--- src/rtl/median3_stream.sv ---
// Streaming 3-tap order-statistic filter (median/min/max/centre) with
// valid/ready handshakes on both sides and a registered result.
module median3_stream #(
  parameter int WIDTH = 8
) (
  input  logic             clk,
  input  logic             rst_n,
  input  logic             flush,
  input  logic             in_valid,
  output logic             in_ready,
  input  logic [WIDTH-1:0] in_data,
  input  logic [1:0]       mode,
  output logic             out_valid,
  input  logic             out_ready,
  output logic [WIDTH-1:0] out_data,
  output logic             primed
);

  typedef enum logic [1:0] {
    MODE_MED = 2'b00,
    MODE_MIN = 2'b01,
    MODE_MAX = 2'b10,
    MODE_CTR = 2'b11
  } mode_t;

  logic [1:0]       fill_reg, fill_next;
  logic [WIDTH-1:0] w1_reg, w1_next;
  logic [WIDTH-1:0] w2_reg, w2_next;
  logic [WIDTH-1:0] out_data_reg, out_data_next;
  logic             out_valid_reg, out_valid_next;
  logic             primed_reg, primed_next;

  logic             full;
  logic             accept;
  logic             a_ge_b, b_ge_c, a_ge_c;
  logic [WIDTH-1:0] med_val, min_val, max_val, result;

  assign full     = (fill_reg == 2'd2);
  // Warm-up never blocks: no result is produced, so the output register is irrelevant.
  assign in_ready = !flush && (!full || !out_valid_reg || out_ready);
  assign accept   = in_valid && in_ready;

  // a = incoming sample, b = w1, c = w2
  assign a_ge_b = (in_data >= w1_reg);
  assign b_ge_c = (w1_reg  >= w2_reg);
  assign a_ge_c = (in_data >= w2_reg);

  always_comb begin
    if (a_ge_b) begin
      med_val = b_ge_c ? w1_reg : (a_ge_c ? w2_reg : in_data);
      min_val = b_ge_c ? w2_reg : w1_reg;
      max_val = a_ge_c ? in_data : w2_reg;
    end else begin
      med_val = a_ge_c ? in_data : (b_ge_c ? w2_reg : w1_reg);
      min_val = a_ge_c ? w2_reg : in_data;
      max_val = b_ge_c ? w1_reg : w2_reg;
    end
  end

  always_comb begin
    case (mode_t'(mode))
      MODE_MED: result = med_val;
      MODE_MIN: result = min_val;
      MODE_MAX: result = max_val;
      default:  result = w1_reg;
    endcase
  end

  always_comb begin
    fill_next      = fill_reg;
    w1_next        = w1_reg;
    w2_next        = w2_reg;
    out_data_next  = out_data_reg;
    out_valid_next = out_valid_reg;

    // flush and accept are exclusive because in_ready is low during flush
    if (flush) begin
      fill_next = 2'd0;
      w1_next   = '0;
      w2_next   = '0;
    end else if (accept) begin
      w2_next = w1_reg;
      w1_next = in_data;
      if (full) begin
        out_data_next = result;
      end else begin
        fill_next = fill_reg + 2'd1;
      end
    end

    if (accept && full) begin
      out_valid_next = 1'b1;
    end else if (out_ready) begin
      out_valid_next = 1'b0;
    end

    primed_next = (fill_next == 2'd2);
  end

  always_ff @(posedge clk) begin
    if (!rst_n) begin
      fill_reg      <= 2'd0;
      w1_reg        <= '0;
      w2_reg        <= '0;
      out_data_reg  <= '0;
      out_valid_reg <= 1'b0;
      primed_reg    <= 1'b0;
    end else begin
      fill_reg      <= fill_next;
      w1_reg        <= w1_next;
      w2_reg        <= w2_next;
      out_data_reg  <= out_data_next;
      out_valid_reg <= out_valid_next;
      primed_reg    <= primed_next;
    end
  end

  assign out_valid = out_valid_reg;
  assign out_data  = out_data_reg;
  assign primed    = primed_reg;

endmodule

--- config.mk ---
export PLATFORM = sky130hd
export DESIGN_NAME = median3_stream
export DESIGN_NICKNAME = d
export VERILOG_FILES = /design/src/rtl/median3_stream.sv
export SDC_FILE = /design/constraint.sdc
export NUM_CORES = 1
export LEC_CHECK = 0
export CORE_MARGIN = 1.5
export CORE_UTILIZATION = 35
export DETAILED_ROUTE_END_ITERATION = 10
export PLACE_DENSITY_LB_ADDON = 0.05
export SETUP_SLACK_MARGIN = 0.2
export SLEW_MARGIN = 40
export SYNTH_ARGS = -nofsm -noshare
export SYNTH_HDL_FRONTEND = slang
export SYNTH_SLANG_ARGS = --single-unit
export TNS_END_PERCENT = 5
--- constraint.sdc ---
create_clock -name clk -period 3.4 [get_ports clk]
set_input_delay 0.34 -clock clk [delete_from_list [all_inputs] [get_ports clk]]
set_output_delay 0.34 -clock clk [all_outputs]
set_load 0.005 [all_outputs]
==> results.md <==
* Compound-Gate Fraction of Synth Area at between 20% and 30%
* Crit start category: register
* GPL Wtd Cong at between 0.8 and 0.9
* Largest net degree at the start of global routing at 19
* Synth Area in Adders at 14.17%
* M2 GR Usage at 33.14%
* Internal at about 0.00052 W
* # DRC at 0
* Initial Util at 36.16%
* Max_cap viols at 0
* Total core area at 0.006350 mm^2
* Post-layout min period at about 2.9 ns
* Met1 Use GR at just under 30%
* GRT Total Usage at around a fifth
* Top Ports at 26
* Pwr/cell area at around 270 mW/mm^2
* Worst path cell trace: inv_1 > ha_1 > nand2_1 > o21ai_0 > a31o_1 > nor3_1 > a21oi_2 > o21ai_0 > o21ai_2
* Status: completed
* Via count at approximately 2.2k
* Post-synth EDFFs at 0
* Clock Sinks at 28
* Hold Crit Class: reg2reg
* Finished Layout Cells at about 380
* Asr flop ratio synth at 0%
* Hold Vio Cnt, Final at 0
* Post-synthesis sequential area ratio at around 24%
* # port buffers at 25
* Post-synthesis mux area share at under 10%
* Reg power frac at between 40% and 50%
* Synth Flop Type: dfxtp_1
* Final period util at 84.39%
* Initial antenna violation count at 0
* Clk_lat worst skew at 0.27 ns
* Sw Share at a little under a third
* Post-CTS Hold Fix Bufs at 0
* Post-Synthesis Cells at approximately 280
* Clk slew on worst S/H paths at 0.09 ns
* DRT Wirelength at 7.260 mm
* Wirelength per Cell at 19.06 um
* First-pass GRT wire length at approximately 12 mm
* Final setup fails at 0
* Largest family of logic cells by synthesized area: compound AO/OA/AOI/OAI gates
* Post-Synth Simple-Gate Area at 22.56%
* Crit path top cell by count: o21ai_0
* Comb power frac at 27.4%
* RSZ-0062 raised after global routing: no
* Cell taking the most area after synthesis: dfxtp_1
* Layout area overhead at 18.58%
* Placed insts at around 380
* Crit path max fanout at 11
* Layout Skew at about 0.0046 ns
* Synthesis Warnings at 0
* Share of cells above drive strength 1 at a little over an eighth
* Setup TNS at 0 ns
* VDD IR-drop max at approximately 0.19 mV
* Rel. slew slack at about 47%
* Gr ovfl total at 0
* Mapped Area at ~0.0023 mm^2
* Synth Register Bits at 28
* Row cnt at 29
* Iteration-0 DRC Markers at 128
* Avg Cell Area, Syn at around 8.3 um^2
* Maximum clock path buffer count at 2
* CP Data Required Time at ~3.6 ns
* Die height at 83.99 um
* Worst Setup End Kind: register
* Crit Path Class: reg2reg
* Fillers at roughly 650
* Slew @ Worst Pin at between 0.7 and 0.8 ns
* Max-slew violations at 0
* Leading post-synthesis cells by cell area: dfxtp_1 (24%), ha_1 (14%), nand3_1 (6.3%), mux2i_1 (3.5%), o21ai_0 (3.3%)
* Die W at about 84 um
* Worst hold slack at 0.5328 ns
* Setup Buffers After CTS at 0
* CTS Buf Count at 3
* Fmax achieved at between 300 and 400 MHz
* ANT cells at 0
* H-tree lvl count at 1
* Post-DP Area at 0.002668 mm^2
* Worst path max stage delay at about 0.49 ns
* Syn nets at approximately 320
* Switching component of the power at between 0.0002 and 0.00025 W
* Routed vias/inst at ~5.9
* XOR/XNOR Fraction of Synth Area at 0%
* Post-layout nets at between 300 and 400
* GRT busiest layer: met2
* Post-cts repair resize count at 0
* HPWL after DPL at 5.300 mm
* Clock power share at between 20% and 30%
* CP arrival at about 3.1 ns
* CP max stage cell: o21ai_0
* Leakage Power at between 0.9 and 1 nW
* DRT Pass-1 Iters at 4
* GRT met3 Usage at under 10%
* CTS tree: done
* Clock Tree Root: clkbuf_8
* DIE AREA at a little over 0.007 mm^2
* Post-synth top area share at about a quarter
* Vias in the first global route at roughly 2.2k
* Post-route cell area at approximately 0.0027 mm^2
* Yosys cell types at 48
* Routed Antenna Nets at 0
[path summary, 6_finish.rpt]
| kind | slack, ns | startpoint | cells after the start | end |
|---|---|---|---|---|
| setup / recovery | 0.53 | w2_reg[7] | 9 | out_data[5] |
| hold / removal | 0.53 | w2_reg[4] | 2 | w2_reg[4] |
| setup reg to reg | 0.53 | w2_reg[7] | 9 | out_data[5] |
| hold reg to reg | 0.53 | w2_reg[4] | 2 | w2_reg[4] |
[through the flow]
| stage | setup WS, ns | util [%] | power (W) |
|---|---|---|---|
| finish | 0.5308 | 42.88 | 0.0007463 |
| global route | 0.3612 | 42.88 | 0.0007874 |
| CTS | 0.6037 | 42.88 | 0.0007523 |
| detailed placement | 0.3917 | 42.01 | 0.0005479 |
| global placement | 0.3950 | 42.01 | 0.0005474 |
| floorplan | 1.112 | - | 0.0004778 |
[power by group through the flow]
stage / Sequential (W) / Combinational (W) / Clock, W
6_report: 0.000337 / 0.000204 / 0.000205
4_1_cts: 0.000337 / 0.000204 / 0.000211
5_1_grt: 0.000338 / 0.000227 / 0.000223
2_1_floorplan: 0.000342 / 0.000136 / 0
3_5_place_dp: 0.000345 / 0.000203 / 0
3_3_place_gp: 0.000345 / 0.000203 / 0
[routing by layer]
metal	up-vias	routed length (um)
met5	-	0
met4	0	160
met3	15	300
met2	59	3320
met1	1064	3478
li1	1101	-
[logic make-up after synthesis]
group,Yosys count
simple gates,96
buf+inv,30
mux,11
flops,28
compound gates,84
fa+ha+maj,26
[cells in the mapped netlist, types with 2 or more instances]
cell	n
nor3_1	3
a21oi_1	12
o211ai_1	6
or3_1	8
nand4_1	2
o21ai_2	4
o221a_2	5
o2111ai_1	8
clkbuf_1	7
buf_6	2
o22ai_1	8
nand2b_1	3
o211a_1	3
a211oi_1	2
nor2_1	17
nand3_1	29
o221ai_1	3
nand2_2	3
nor3b_2	2
ha_1	26
mux2i_1	8
dfxtp_1	28
o21ai_1	2
nand2_1	15
and3_1	9
inv_1	19
a211o_1	3
o21ai_0	15
a31oi_1	4
[cell usage in the layout, fill, tap and decap left out, types with 2 or more instances in the layout]
cell / n
nand3_1: 29
dfxtp_1: 28
ha_1: 26
clkdlybuf4s50_1: 25
inv_1: 19
nor2_1: 17
nand2_1: 15
o21ai_0: 15
a21oi_1: 12
buf_4: 11
and3_1: 9
mux2i_1: 8
o22ai_1: 8
or3_1: 8
o2111ai_1: 8
o211ai_1: 6
o221a_2: 5
a31oi_1: 4
o21ai_2: 4
clkbuf_8: 4
nand2b_1: 3
a211o_1: 3
nand2_2: 3
nor3_1: 3
o221ai_1: 3
o211a_1: 3
nand4_1: 2
a211oi_1: 2
o21ai_1: 2
nor3b_2: 2
[critical path, delay by kind of cell, from the launching register on]
family,cells,cell delay (ns)
adders and majority gates,1,0.31
and+or+nand+nor,2,0.18
buffers and inverters,1,0.10
DFF,1,0.48
AOI/OAI and AO/OA,5,1.74
[layout make-up]
cell class / count / area, um^2 / area share (%)
multi-input cells: 217 / 1607 / 59.01
repair buffers: 36 / 332.8 / 12.22
clock buffers: 4 / 55.05 / 2.022
well taps: 77 / 96.34 / 3.539
flip-flops and latches: 28 / 560.5 / 20.59
inverters: 19 / 71.32 / 2.619
Power figures use the tool's default switching activity.
